<file path="config.mk">
export PLATFORM = sky130hd
export DESIGN_NAME = dbg_host32
export DESIGN_NICKNAME = d
export VERILOG_FILES = /design/src/rtl/dbg_proto_pkg.sv /design/src/rtl/dbg_host32.sv
export SDC_FILE = /design/constraint.sdc
export NUM_CORES = 1
export LEC_CHECK = 0
export ABC_AREA = 1
export CORE_ASPECT_RATIO = 1.4
export CORE_MARGIN = 2
export CORE_UTILIZATION = 30
export CTS_BUF_LIST = sky130_fd_sc_hd__clkbuf_8
export CTS_CLUSTER_DIAMETER = 40
export DETAILED_ROUTE_END_ITERATION = 7
export SLEW_MARGIN = 20
export SYNTH_ARGS = -nofsm -noshare
export SYNTH_HDL_FRONTEND = slang
export SYNTH_SLANG_ARGS = --single-unit
</file>
<file path="constraint.sdc">
create_clock -name clk -period 3.4 [get_ports clk]
set_input_delay 0.68 -clock clk [delete_from_list [all_inputs] [get_ports clk]]
set_output_delay 0.68 -clock clk [all_outputs]
set_load 0.01 [all_outputs]
</file>
<file path="src/rtl/dbg_proto_pkg.sv">
// Debug-unit UART protocol definitions shared by host and target sides.
// Opcodes, host FSM states and per-opcode byte-count lookup.
package dbg_proto_pkg;

   localparam logic [7:0] I_ADR_PTR_SET = 8'h01;
   localparam logic [7:0] I_ADR_PTR_GET = 8'h03;
   localparam logic [7:0] I_MEM_WR      = 8'h04;
   localparam logic [7:0] I_MEM_RD      = 8'h05;
   localparam logic [7:0] I_CPU_RUN_CYC = 8'h20;
   localparam logic [7:0] I_CPU_RESET   = 8'h21;
   localparam logic [7:0] I_CPU_FREERUN = 8'h22;
   localparam logic [7:0] OK            = 8'h01;

   typedef enum logic [2:0] {
      S_IDLE,
      S_TX_PULSE,
      S_TX_WAIT,
      S_RX_WAIT,
      S_DONE
   } state_t;

   typedef struct packed {
      logic       ok;
      logic [2:0] n;
   } len_t;

   function automatic len_t args_len(input logic [7:0] op);
      len_t r;
      r.ok = 1'b1;
      r.n  = 3'd0;
      case (op)
         I_ADR_PTR_SET, I_MEM_WR:              r.n = 3'd4;
         I_ADR_PTR_GET, I_MEM_RD, I_CPU_RESET: r.n = 3'd0;
         I_CPU_RUN_CYC, I_CPU_FREERUN:         r.n = 3'd1;
         default:                              r.ok = 1'b0;
      endcase
      return r;
   endfunction

   function automatic len_t rsp_len(input logic [7:0] op);
      len_t r;
      r.ok = 1'b1;
      r.n  = 3'd1;
      case (op)
         I_ADR_PTR_GET, I_MEM_RD: r.n = 3'd4;
         I_ADR_PTR_SET, I_MEM_WR, I_CPU_RUN_CYC,
         I_CPU_RESET, I_CPU_FREERUN: r.n = 3'd1;
         default: begin
            r.ok = 1'b0;
            r.n  = 3'd0;
         end
      endcase
      return r;
   endfunction

endpackage

</file>
<file path="src/rtl/dbg_host32.sv">
// Host-side initiator for the debug-unit UART protocol: sends one command
// as op + LSB-first args, then gathers the LSB-first response bytes.
module dbg_host32
   import dbg_proto_pkg::*;
#(
   parameter int unsigned TIMEOUT_CYC = 1200000,
   parameter logic [7:0]  OK_BYTE     = OK
) (
   input  logic        clk,
   input  logic        reset,
   input  logic        cmd_valid,
   output logic        cmd_ready,
   input  logic [7:0]  cmd_op,
   input  logic [31:0] cmd_arg,
   output logic        rsp_valid,
   output logic [31:0] rsp_data,
   output logic        rsp_err_nack,
   output logic        rsp_err_timeout,
   output logic        rsp_err_badop,
   output logic        busy,
   output logic        tx_write,
   output logic [7:0]  tx_data,
   input  logic        tx_finished,
   input  logic        rx_ready,
   input  logic [7:0]  rx_data
);

   state_t      state, nxt;
   logic [31:0] arg_q, buf_q, cnt_q;
   logic [2:0]  nargs_q, rlen_q, idx_q, rx_j;
   len_t        al, rl;
   logic        accept, last_tx, rx_full, tmo;

   assign al      = args_len(cmd_op);
   assign rl      = rsp_len(cmd_op);
   assign accept  = cmd_valid && (state == S_IDLE);
   assign last_tx = (idx_q == nargs_q);
   assign rx_full = (rx_j == rlen_q);
   // An arriving byte always beats the terminal count.
   assign tmo     = (cnt_q >= TIMEOUT_CYC - 1) && !rx_ready;

   always_comb begin
      nxt       = state;
      cmd_ready = (state == S_IDLE);
      busy      = (state != S_IDLE);
      tx_write  = (state == S_TX_PULSE);
      rsp_valid = (state == S_DONE);
      unique case (state)
         S_IDLE:
            if (accept)
               nxt = (al.ok && rl.ok) ? S_TX_PULSE : S_DONE;
         S_TX_PULSE:
            nxt = S_TX_WAIT;
         S_TX_WAIT:
            if (tx_finished)
               nxt = last_tx ? S_RX_WAIT : S_TX_PULSE;
         S_RX_WAIT:
            if (rx_full || tmo)
               nxt = S_DONE;
         S_DONE:
            nxt = S_IDLE;
         default:
            nxt = S_IDLE;
      endcase
   end

   always_ff @(posedge clk) begin
      if (reset) begin
         state           <= S_IDLE;
         arg_q           <= '0;
         buf_q           <= '0;
         cnt_q           <= '0;
         nargs_q         <= '0;
         rlen_q          <= '0;
         idx_q           <= '0;
         rx_j            <= '0;
         tx_data         <= '0;
         rsp_data        <= '0;
         rsp_err_nack    <= 1'b0;
         rsp_err_timeout <= 1'b0;
         rsp_err_badop   <= 1'b0;
      end else begin
         state <= nxt;
         if (accept) begin
            arg_q   <= cmd_arg;
            nargs_q <= al.n;
            rlen_q  <= rl.n;
            idx_q   <= '0;
            rx_j    <= '0;
            buf_q   <= '0;
            if (al.ok && rl.ok)
               tx_data <= cmd_op;
         end
         if (state == S_TX_WAIT && tx_finished && !last_tx) begin
            idx_q   <= idx_q + 3'd1;
            tx_data <= arg_q[{idx_q[1:0], 3'b000} +: 8];
         end
         // cnt_q counts cycles since RX entry or the latest byte.
         if ((state == S_TX_WAIT && nxt == S_RX_WAIT) ||
             (state == S_RX_WAIT && rx_ready))
            cnt_q <= 32'd1;
         else if (state == S_RX_WAIT)
            cnt_q <= cnt_q + 32'd1;
         if (state == S_RX_WAIT && rx_ready && !rx_full) begin
            buf_q[{rx_j[1:0], 3'b000} +: 8] <= rx_data;
            rx_j <= rx_j + 3'd1;
         end
         if (nxt == S_DONE && state != S_DONE) begin
            rsp_data        <= (state == S_RX_WAIT) ? buf_q : '0;
            rsp_err_badop   <= (state == S_IDLE);
            rsp_err_timeout <= (state == S_RX_WAIT) && !rx_full;
            rsp_err_nack    <= (state == S_RX_WAIT) && rx_full &&
                               (rlen_q == 3'd1) &&
                               (buf_q[7:0] != OK_BYTE);
         end
      end
   end

endmodule

</file>
# Word level (Yosys, flattened, before mapping)
# Cells that the tools add are included.
[word_totals]
regBits = 154
elab_cells = 92
output_inout_bits = 47
inputBits = 53
[classes]
shift = 3
add_sub_neg = 4
order_cmp = 1
n_reduce_logical = 30
n_eq_ne = 18
n_mux = 22
[ops]
columns = ["cell", "n"]
rows = [
  ["32-bit two-way mux", 4],
  ["32-bit by 1-bit adder with 32-bit output, second input constant", 1],
  ["32-bit bitwise mux", 1],
  ["32-bit by 21-bit greater-or-equal comparator with 1-bit output, second input constant", 1],
  ["8-bit by 7-bit variable shift with 32-bit output, first input constant", 1],
  ["32-bit by 6-bit indexed part select with 8-bit output", 1],
  ["8-bit by 7-bit indexed part select with 32-bit output", 1],
  ["8-bit by 6-bit == test with 1-bit output, second input constant", 3],
  ["8-bit two-way mux", 3],
  ["3-bit two-way mux", 7],
  ["8-bit by 3-bit == test with 1-bit output, second input constant", 2],
  ["1-bit logical AND", 12],
  ["3-bit case mux with 2 select lines", 2],
  ["3-bit case mux with 4 select lines", 1],
  ["3-bit by 2-bit == test with 1-bit output, second input constant", 3],
  ["8-bit by 1-bit == test with 1-bit output, second input constant", 1],
  ["8-bit by 2-bit == test with 1-bit output, second input constant", 1],
  ["8-bit by 1-bit != test with 1-bit output, second input constant", 1],
  ["2-bit nonzero test", 4],
  ["2-bit OR reduction", 4],
  ["5-bit negation with 7-bit output", 1],
  ["7-bit OR reduction", 1],
  ["3-bit by 1-bit adder with 3-bit output, second input constant", 2],
  ["3-bit by 1-bit == test with 1-bit output, second input constant", 2],
  ["other kinds (11)", 18],
]

# Logic depth before layout (Yosys ltp)
# Gate-level depths: netlist of the first run.
[depth]
ltp_word = 10
ltp_mapped = 18
mapped_depth_nobuf = 16

# Worst setup path before layout of the first run
# No wires, ideal clock.
[synth_path]
path_kind = "register -> register"
from = "reg rx_j[0]"
to = "reg buf_q[12]"
t_required_ps = 3330
path_stages_with_launch = 11
arrival_time_ps = 1951
setup_slack_ps = 1378
path_buffers = 3
setup_time_ps = 70
synth_period_minus_slack_ps = 2022
cell_sequence = "dfxtp_1 inv_1 clkbuf_1 ha_1 clkbuf_1 inv_1 clkbuf_1 nand2_1 nor2_1 nand3_1 a21oi_1"
[synth_via]
elab_chain_len = 4
elab_cells_between_ends = 8
cone_classes = "1 x add/sub; 1 x eq/ne; 2 x shift; 2 x mux; 2 x reduce/logical"
[synth_rtl]
columns = ["element", "line", "text"]
rows = [
  ["start: declaration", "dbg_host32.sv:30", "logic [2:0] nargs_q, rlen_q, idx_q, rx_j;"],
  ["start signal: assignment", "dbg_host32.sv:106", "rx_j <= rx_j + 3'd1;"],
  ["5-bit negation with 7-bit output or 3-bit == test (tied branches)", "dbg_host32.sv:105, dbg_host32.sv:38", ""],
  ["8-bit by 7-bit indexed part select with 32-bit output, or another cell as far along", "dbg_host32.sv:105", "buf_q[{rx_j[1:0], 3'b000} +: 8] <= rx_data;"],
  ["32-bit bitwise mux or 1-bit logical AND (tied branches)", "dbg_host32.sv:105, dbg_host32.sv:104", ""],
  ["32-bit two-way mux (*)", "dbg_host32.sv:104", "if (state == S_RX_WAIT && rx_ready && !rx_full) begin"],
  ["end signal: indexed assignment", "dbg_host32.sv:105", ""],
  ["end: declaration", "dbg_host32.sv:29", "logic [31:0] arg_q, buf_q, cnt_q;"],
]
# Every way passes the cells marked *; elsewhere a longest branch is shown, timed or not.
# A chain may end at the register's enable or synchronous reset.

# Worst setup path in the final report of the first run
[layout_path]
from = "in cmd_op[2]"
to = "reg cnt_q[20]"
[layout_via]
elab_chain_len = 10
elab_cells_between_ends = 16
cone_classes = "8 x eq/ne; 4 x mux; 4 x reduce/logical"
[layout_rtl]
columns = ["element", "line", "text"]
rows = [
  ["start: declaration", "dbg_host32.sv:13", "input logic [7:0] cmd_op,"],
  ["8-bit by 1-bit == test with 1-bit output, or another cell as far along", "dbg_proto_pkg.sv:31, dbg_proto_pkg.sv:44", ""],
  ["7-bit OR reduction (no source line) (*)", "n/a", ""],
  ["1-bit two-way mux (*)", "dbg_proto_pkg.sv:31, dbg_proto_pkg.sv:44", ""],
  ["3-bit two-way mux (*)", "dbg_host32.sv:51", "nxt = (al.ok && rl.ok) ? S_TX_PULSE : S_DONE;"],
  ["3-bit two-way mux (*)", "dbg_host32.sv:50", "if (accept)"],
  ["3-bit case mux with 4 select lines (*)", "dbg_host32.sv:48", "unique case (state)"],
  ["3-bit by 2-bit == test with 1-bit output (*)", "dbg_host32.sv:99", "if ((state == S_TX_WAIT && nxt == S_RX_WAIT) ||"],
  ["1-bit logical AND (*)", "dbg_host32.sv:99", ""],
  ["1-bit logical OR (*)", "dbg_host32.sv:99", ""],
  ["2-bit OR reduction (no source line) (*)", "n/a", ""],
  ["end signal: assignment", "dbg_host32.sv:103", "cnt_q <= cnt_q + 32'd1;"],
  ["end: declaration", "dbg_host32.sv:29", ""],
]
# Marks and branches as above.

==> results of run 1 <==
==> cell usage after synthesis, drive strengths merged <==
| master | n |
|---|---|
| a211oi | 1 |
| a21oi | 90 |
| a31oi | 13 |
| and2 | 1 |
| buf | 21 |
| clkbuf | 27 |
| dfxtp | 152 |
| ha | 7 |
| inv | 74 |
| mux2i | 2 |
| nand2 | 271 |
| nand3 | 61 |
| nand4 | 18 |
| nor2 | 153 |
| nor3 | 18 |
| nor3b | 9 |
| nor4 | 4 |
| o211ai | 1 |
| o21a | 1 |
| o21ai | 39 |
| o21bai | 1 |
| or2 | 2 |
| xnor2 | 12 |
| xor2 | 20 |
==> through the flow <==
step                 util  cell area, um^2  setup WS, ns  total power [mW]  cells
global placement    0.356             8270         0.428              2.28   1364
floorplan               -             7070          1.38              2.10    998
detailed placement  0.356             8270         0.305              2.28   1364
global route        0.372             8640         0.501              3.73   1396
finish              0.372             8640         0.825              3.56   1396
CTS                 0.372             8640         0.789              3.61   1396
==> worst paths after layout <==
path / from / end / slack (ns) / cells after the start
worst max-delay path: cmd_op[2] / cnt_q[20]$_SDFFE_PP0N_ / 0.82 / 12
worst min-delay path: arg_q[21]$_SDFFE_PP0P_ / arg_q[21]$_SDFFE_PP0P_ / 0.46 / 2
worst max register to register: cnt_q[0]$_SDFFE_PP0P_ / cnt_q[20]$_SDFFE_PP0N_ / 1.06 / 15
worst min register to register: arg_q[21]$_SDFFE_PP0P_ / arg_q[21]$_SDFFE_PP0P_ / 0.46 / 2
==> sequential cells by signal (all words and copies together), names as in the netlist <==
register         count
tx_data              8
rsp_err_nack         1
rsp_data            32
rsp_err_badop        1
nargs_q              2
rsp_err_timeout      1
buf_q               32
cnt_q               32
rx_j                 3
rlen_q               2
state                3
idx_q                3
arg_q               32
==> power groups by stage <==
stage          Clock [mW]  Combinational, mW  Sequential (mW)
2_1_floorplan           0              0.185             1.92
3_3_place_gp            0              0.367             1.91
3_5_place_dp            0              0.371             1.91
4_1_cts              1.37              0.371             1.87
5_1_grt              1.45              0.410             1.88
6_report             1.33              0.365             1.87
==> cell usage in the layout, fill, tap and decap left out, drive strengths merged, types with 20 or more instances in the layout <==
master,instances
dfxtp,152
inv,80
nand2,271
nor2,153
a21oi,90
clkdlybuf4s50,98
nand3,61
xor2,20
o21ai,39
==> worst max-delay path, delay by kind of cell <==
| family | cells | cell delay, ns |
|---|---|---|
| buf+inv | 1 | 0.56 |
| simple gates | 11 | 1.69 |
==> layout make-up <==
type / count / area, um^2 / share of cell area
clock buffer: 18 / 248 / 0.0287
clock inverter: 14 / 125 / 0.0145
inverter: 74 / 278 / 0.0322
multi-input combinational: 724 / 3500 / 0.405
sequential: 152 / 3040 / 0.352
tap: 306 / 383 / 0.0443
timing repair buffer: 108 / 1070 / 0.123
==> cells by family (layout without fill, tap and decap cells) <==
family          Yosys count  after routing  share of synthesized area
simple gates            537            537                      0.333
flops                   152            152                      0.431
compound gates          146            146                      0.107
buf+inv                 122            214                     0.0745
xor+xnor                 32             32                     0.0397
fa+ha+maj                 7              7                     0.0124
mux                       2              2                    0.00283
==> routing by layer <==
metal	track usage	part of all wire	up-vias
met5	0	0	-
met4	0.0638	0.028	0
met3	0.0281	0.035	33
met2	0.267	0.51	134
met1	0.175	0.43	2860
li1	-	-	3376
==> impl_metrics.csv, run 1 <==
group,metric,value,unit
outcome,status,"finished, final reports clean",
global_route,grt_max_degree,86,
synthesis,synth.distinct_cells,37,
floorplanning,io_pins,100,
placed_design,dp_hpwl,12900,um
sta,max_freq,388,MHz
synthesis,synth_top_area_frac,0.431,
sta,fin_skew,0.0133,ns
synthesis,synthTopCellsByArea,"dfxtp_1 (43%), nand2_1 (14%), nor2_1 (7.6%)",
drt,routed_wl,17900,um
drt,ant_nets,0,
power_and_ir_drop,clockPowerShare,0.374,
worst_setup_path,critPathMostFrequentCell,"nand2_1",
synthesis,netlist_area,7070,um^2
clock_network,cts_hold_buf,0,
synthesis,synthCells,998,
sta,min_period,2.58,ns
clock_network,clkLatencyLatePin,0.46,ns
sta,tightest_slew,0.862,ns
clock_network,numCtsBuffers,17,
synthesis,synth_warnings,0,
clock_network,cts_resized,0,
clock_network,cts_buffer_depth,2,
drt,drtIter0Drc,303,
power_and_ir_drop,power.density,413,nW/um^2
power_and_ir_drop,power.internal,2.61,mW
worst_setup_path,max_stage_delay,0.56,ns
power_and_ir_drop,p_sw_frac,0.268,
drt,via_per_inst,4.59,
sta,slew_headroom,0.425,
global_route,antenna_found_initial,0,
clock_network,cts_root_buf,"clkbuf_8",
floorplanning,rows,66,
worst_setup_path,worstSetupPathType,"in2reg",
worst_setup_path,arrival,2.96,ns
synthesis,yosysSeqAreaShare,0.431,
synthesis,syn_area_per_cell,7.08,um^2
worst_setup_path,path_cells,"clkdlybuf4s50_1 > nor2_1 > nand3_1 > nand2_1 > and2_1 > nand2_1 > nand2_1 > nor2_1 > nand2_1 > nand2_2 > nand3_2 > nor2_1",
drt,post_drt_wl_per_cell,12.8,um
clock_network,cts_num_sinks,152,
final_layout,layout-drive-gt1-share,0.0642,
drt,drc,0,
worst_setup_path,endpoint_kind,"register",
final_layout,nets,1137,
final_layout,diodes,0,
worst_setup_path,worstPathRequired,3.78,ns
synthesis,synth.largest_area_cell,"dfxtp_1",
sta,period_share,0.757,
drt,vias,6403,
clock_network,cts_tree,"yes",
worst_setup_path,crit_slowest_cell,"clkdlybuf4s50_1",
sta,rsz0062_at_grt,"no",
floorplanning,initial_core_util,0.305,
placed_design,numPortBuffers,99,
worst_setup_path,cp-start-kind,"input port",
sta,setup_tns,0,ns
synthesis,synth.net_count,1058,
drt,dr.pass1.iters,4,
power_and_ir_drop,seqPwrFrac,0.524,
power_and_ir_drop,ir_drop,252,uV
clock_network,htreeDepth,4,
run,maxCapViolCount,0,
sta,holdWs,0.457,ns
clock_network,clk_pin_slew,0.09,ns
floorplanning,core-area,23200,um^2
final_layout,num-fill-cells,2482,
worst_setup_path,crit_fanout,31,
global_route,grt_use_total,0.150,
global_route,overflow,0,
sta,finalHoldViolCount,0,
final_layout,syn_to_final_growth,22.3,%
global_route,grt_pass1_wl,29900,um
floorplanning,die_h,186,um
sta,slew_viol_final,0,
worst_hold_path,hold_path.class,"reg2reg",
clock_network,cts_setup_buffers,0,
sta,final-setup-viol-count,0,
global_route,grt_pass1_vias,6125,
placed_design,gp_congestion,0.868,
power_and_ir_drop,switchingPower,0.955,mW
power_and_ir_drop,leakage,3.33,nW
floorplanning,dieArea,24800,um^2
floorplanning,die_w,134,um
power_and_ir_drop,comb_power_share,0.102,
synthesis,synth_seq_cells,152,
Note: power is estimated with default switching activity, not from simulation.
==> inputs of run 2 (changes only) <==
==> constraint.sdc (replaced) <==
create_clock -name clk -period 2.1 [get_ports clk]
set_input_delay 0.42 -clock clk [delete_from_list [all_inputs] [get_ports clk]]
set_output_delay 0.42 -clock clk [all_outputs]
set_load 0.01 [all_outputs]
==> run 2 against run 1 <==
Sequential power is 61% higher. Sequential share of layout area is 2.1 points lower. Global-route usage is 0.096 points lower. Via count is 2.1% higher. Clock skew is 0.0058 ns higher. Highest routed layer unchanged.
==> impl_metrics.csv, run 2 (same netlist as run 1, synthesis figures left out) <==
group,metric,value,unit
outcome,status,"finished, final reports clean",
worst_setup_path,cp_top_family,"buffers and inverters",
floorplanning,initial_core_util,0.305,
final_layout,layout-drive-gt1-share,0.111,
floorplanning,core-area,23200,um^2
worst_setup_path,cp-start-kind,"register",
global_route,grt_use_total,0.149,
final_layout,final_cells,1438,
sta,setup_tns,0,ns
power_and_ir_drop,ir_drop,358,uV
clock_network,cts_hold_buf,0,
final_layout,post-route-util,0.396,
drt,routed_wl,18600,um
power_and_ir_drop,finalPower,6.12,mW
worst_hold_path,hold_path.startpoint,"reset",
placed_design,placed_area,8570,um^2
worst_setup_path,critPathBufInv,2,
clock_network,cts_num_sinks,152,
floorplanning,rows,66,
floorplanning,die_w,134,um
sta,min_period,1.98,ns
worst_setup_path,worstSetupPathType,"reg2out",
sta,max_freq,506,MHz
final_layout,layout_common_cells,"nand2_1 (260), dfxtp_1 (148), nor2_1 (140)",
drt,ant_nets,0,
drt,drc,0,
final_layout,nets,1180,
sta,tightest_slew,0.682,ns
power_and_ir_drop,power.internal,4.56,mW
sta,finalHoldViolCount,0,
worst_setup_path,r2r_slack,0.17,ns
global_route,grt_pass1_wl,29800,um
clock_network,htreeDepth,4,
global_route,antenna_found_initial,0,
drt,via_per_inst,4.55,
power_and_ir_drop,power.density,665,nW/um^2
clock_network,cts_root_buf,"clkbuf_8",
drt,dr.pass1.iters,4,
clock_network,clkLatencyLatePin,0.47,ns
drt,vias,6536,
sta,slew_headroom,0.545,
worst_setup_path,worstPathRequired,1.68,ns
final_layout,final_common_cell,"nand2_1",
power_and_ir_drop,switchingPower,1.56,mW
final_layout,syn_to_final_growth,30.2,%
placed_design,dp_hpwl,13000,um
clock_network,cts_tree,"yes",
sta,fin_skew,0.0191,ns
worst_setup_path,crit_fanout,5,
floorplanning,io_pins,100,
placed_design,numPortBuffers,99,
clock_network,cts_buffer_depth,2,
sta,rsz0062_at_grt,"yes",
worst_setup_path,arrival,1.56,ns
global_route,grt_max_degree,63,
worst_hold_path,hold_path_depth,5,
final_layout,diodes,0,
power_and_ir_drop,seqPwrFrac,0.494,
floorplanning,die_h,186,um
floorplanning,dieArea,24800,um^2
power_and_ir_drop,p_sw_frac,0.255,
sta,period_share,0.941,
power_and_ir_drop,comb_power_share,0.112,
worst_setup_path,worstReg2RegStart,"cnt_q[1]$_SDFFE_PP0N_",
worst_setup_path,endpoint_kind,"output port",
worst_setup_path,r2r-end,"cnt_q[30]$_SDFFE_PP0N_",
placed_design,gp_congestion,0.878,
worst_setup_path,crit_slowest_cell,"clkdlybuf4s50_1",
sta,slew_viol_final,0,
drt,drtIter0Drc,343,
run,maxCapViolCount,0,
clock_network,clk_pin_slew,0.08,ns
worst_setup_path,max_stage_delay,0.55,ns
worst_hold_path,hold_path.class,"in2reg",
drt,post_drt_wl_per_cell,13.0,um
worst_setup_path,path_cells,"inv_1 > nand2_1 > clkdlybuf4s50_1",
worst_hold_path,whs_endpoint,"cnt_q[0]$_SDFFE_PP0P_",
clock_network,numCtsBuffers,17,
clock_network,cts_setup_buffers,0,
global_route,overflow,0,
final_layout,final_cell_area,9200,um^2
worst_setup_path,rr_worst_depth,11,
sta,final-setup-viol-count,0,
power_and_ir_drop,leakage,3.62,nW
power_and_ir_drop,clockPowerShare,0.395,
placed_design,dp.cells,1399,
global_route,grt_pass1_vias,6264,
## run 2: how the worst max path moves through the flow
stage	startpoint	to	slack, ns	cells after the start
3_3_place_gp	cmd_op[6]	tx_data[1]$_SDFFE_PP0P_	-0.34	11
2_1_floorplan	rx_j[0]$_SDFFE_PP0P_	buf_q[12]$_SDFF_PP0_	0.08	10
4_1_cts	state[0]$_SDFF_PP0_	busy	0.007	3
3_5_place_dp	cmd_op[6]	cnt_q[7]$_SDFFE_PP0N_	-0.36	14
5_1_grt	cmd_op[4]	tx_data[5]$_SDFFE_PP0P_	-0.02	11
6_report	state[0]$_SDFF_PP0_	busy	0.12	3
## run 2: layout make-up
class	instances	area (um^2)
flip-flops and latches	152	3050
repair buffers	150	1500
clock inverters	12	164
fillers	2428	14000
well taps	306	383
clock buffers	19	262
inverters	74	278
multi-input cells	725	3560
## run 2: metrics by stage
step,hold WS (ns),setup WS [ns]
after global placement,0.438,-0.335
final,0.442,0.125
after CTS,0.442,0.00725
after floorplan,0.430,0.0782
after global routing,0.469,-0.0181
after detailed placement,0.445,-0.360
## run 2: repair_timing
item | CTS | global route
endpoints found under the setup margin | 3 | 75
cloned | 0 | 8
gates resized for setup | 3 | 19
pin swaps | 0 | 1
## run 2: worst reg2reg max path, stage by stage (launching register included)
cell	delay, ns
dfxtp_1	0.33
ha_1	0.17
nand3_1	0.13
nor2_4	0.18
nand3_2	0.11
nor2_2	0.15
nand2_1	0.14
nor2_4	0.15
nand2_1	0.11
nor2_1	0.14
xor2_1	0.15
nor2_1	0.06
## run 2: power by group through the flow
stage | clock network (mW) | registers, mW | logic (mW)
after detailed placement | 0 | 3.09 | 0.624
final | 2.42 | 3.02 | 0.683
after global placement | 0 | 3.09 | 0.616
after floorplan | 0 | 3.11 | 0.299
after global routing | 2.61 | 3.04 | 0.758
after CTS | 2.50 | 3.02 | 0.623
## run 2: routing by layer
| metal | routed length [um] | GRT usage |
|---|---|---|
| met2 | 9660 | 0.265 |
| met5 | 0 | 0 |
| met3 | 675 | 0.0302 |
| met1 | 7840 | 0.172 |
| met4 | 464 | 0.0647 |
==> inputs of run 3 (changes only) <==
--- a/config.mk
+++ b/config.mk
@@ -6,7 +6,7 @@
 export NUM_CORES = 1
 export LEC_CHECK = 0
 export ABC_AREA = 1
-export CORE_ASPECT_RATIO = 1.4
+export CORE_ASPECT_RATIO = 0.8
 export CORE_MARGIN = 2
 export CORE_UTILIZATION = 30
 export CTS_BUF_LIST = sky130_fd_sc_hd__clkbuf_8
==> run 3 against run 2 <==
Power grew 1.5%. Utilization is essentially flat. Design area grew 0.27%. Non-clock buffer count grew 7. Sequential power is essentially flat. Critical path type unchanged. Largest power group unchanged.
==> impl_metrics.csv, run 3 (same netlist as run 1, synthesis figures left out) <==
group,metric,value,unit
clock_network,cts_buffer_depth,2,
clock_network,numCtsBuffers,17,
drt,ant_nets,0,
clock_network,cts_root_buf,"clkbuf_8",
final_layout,syn_to_final_growth,30.5,%
worst_setup_path,endpoint_kind,"output port",
sta,max_freq,506,MHz
worst_setup_path,max_stage_delay,0.55,ns
clock_network,cts_tree,"yes",
clock_network,cts_num_sinks,152,
final_layout,diodes,0,
worst_setup_path,critPathBufInv,1,
floorplanning,die_w,176,um
worst_setup_path,arrival,1.56,ns
sta,period_share,0.941,
drt,via_per_inst,4.56,
final_layout,num-fill-cells,2467,
drt,routed_wl,18900,um
power_and_ir_drop,power.density,673,nW/um^2
global_route,grt_max_degree,63,
clock_network,htreeDepth,4,
placed_design,dp.cells,1414,
outcome,status,"finished, final reports clean",
sta,slew_headroom,0.548,
final_layout,post-route-util,0.396,
drt,vias,6623,
worst_setup_path,worstPathRequired,1.68,ns
floorplanning,dieArea,24800,um^2
floorplanning,core-area,23300,um^2
clock_network,cts_hold_buf,0,
final_layout,nets,1186,
global_route,overflow,0,
floorplanning,initial_core_util,0.304,
worst_setup_path,crit_slowest_cell,"clkdlybuf4s50_1",
final_layout,layout_common_cells,"nand2_1 (261), dfxtp_1 (147), nor2_1 (141)",
drt,dr.pass1.iters,5,
floorplanning,io_pins,100,
worst_setup_path,path_cells,"nor2_1 > nand2_1 > clkdlybuf4s50_1",
placed_design,gp_congestion,0.855,
sta,min_period,1.98,ns
floorplanning,rows,50,
placed_design,dp_hpwl,13600,um
run,maxCapViolCount,0,
sta,tightest_slew,0.678,ns
global_route,antenna_found_initial,0,
worst_setup_path,cp_top_family,"buffers and inverters",
power_and_ir_drop,ir_drop,344,uV
global_route,grt_pass1_vias,6080,
worst_hold_path,hold_path.class,"in2reg",
final_layout,layout-drive-gt1-share,0.115,
final_layout,final_cells,1451,
clock_network,clkLatencyLatePin,0.45,ns
global_route,grt_pass1_wl,30600,um
clock_network,clk_pin_slew,0.10,ns
worst_setup_path,crit_fanout,4,
power_and_ir_drop,leakage,3.66,nW
worst_setup_path,worstSetupPathType,"reg2out",
sta,slew_viol_final,0,
placed_design,numPortBuffers,99,
final_layout,final_common_cell,"nand2_1",
drt,drtIter0Drc,569,
sta,finalHoldViolCount,0,
floorplanning,die_h,141,um
drt,drc,0,
sta,fin_skew,0.0234,ns
sta,final-setup-viol-count,0,
worst_setup_path,cp-start-kind,"register",
global_route,grt_use_total,0.153,
power_and_ir_drop,finalPower,6.21,mW
drt,post_drt_wl_per_cell,13.0,um
## run 3: where the power goes
group          switching [mW]  internal (mW)
clock network            1.22           1.28
logic                   0.350          0.338
registers              0.0469           2.98
## run 3: area by class of cell
| type | count | area, um^2 | share of cell area |
|---|---|---|---|
| sequential | 152 | 3050 | 0.331 |
| multi-input combinational | 724 | 3530 | 0.382 |
| timing repair buffer | 157 | 1540 | 0.166 |
| clock inverter | 13 | 183 | 0.0198 |
| clock buffer | 19 | 262 | 0.0284 |
| tap | 312 | 390 | 0.0423 |
| inverter | 74 | 278 | 0.0301 |
## run 3: timing repair
item                                    CTS  global route
resized for setup                         3            14
endpoints found under the hold margin     0             0
endpoints found under the setup margin    3            58
gates cloned                              0             3
pin swaps                                 1             2
setup buffers                             0             2
## run 3: layer usage
layer	global-route usage	up-vias	part of all wire	routed length, um
met5	0	-	0	0
met4	0.0370	0	0.0081	152
met3	0.0375	10	0.047	885
met2	0.218	120	0.42	7870
met1	0.229	3031	0.53	9960
li1	-	3462	-	-
## run 3: per-stage QoR
| step | setup TNS [ns] | hold WS [ns] | setup slack (ns) | instance area (um^2) |
|---|---|---|---|---|
| 6_report | 0 | 0.447 | 0.125 | 9220 |
| 5_1_grt | -0.0218 | 0.435 | -0.0102 | 9220 |
| 4_1_cts | 0 | 0.452 | 0.00707 | 9090 |
| 3_5_place_dp | -21.84 | 0.444 | -0.389 | 8650 |
| 3_3_place_gp | -15.80 | 0.442 | -0.277 | 8650 |
| 2_1_floorplan | 0 | 0.430 | 0.0782 | 7070 |
## run 3: worst register-to-register path, cell delays in order, from the launching register on
cell	delay [ns]
dfxtp_2	0.36
ha_1	0.17
inv_1	0.06
nor2_2	0.11
nand2_1	0.06
nand2_1	0.07
nand2_1	0.05
nand2_1	0.06
nand2_1	0.06
nand2_2	0.08
nand2_1	0.07
nand2_1	0.10
nand2_4	0.10
nand2_8	0.13
buf_12	0.15
buf_12	0.12
nor2_1	0.04
nor2_1	0.10
## run 3: final timing paths
| kind | to | start | slack (ns) | depth (start not counted) |
|---|---|---|---|---|
| hold / removal | tx_data[0]$_SDFFE_PP0P_ | cmd_op[0] | 0.45 | 4 |
| setup / recovery | busy | state[1]$_SDFF_PP0_ | 0.12 | 3 |
| hold reg to reg | arg_q[12]$_SDFFE_PP0P_ | arg_q[12]$_SDFFE_PP0P_ | 0.46 | 2 |
| setup reg to reg | rsp_data[28]$_SDFFE_PP0P_ | cnt_q[1]$_SDFFE_PP0N_ | 0.15 | 17 |
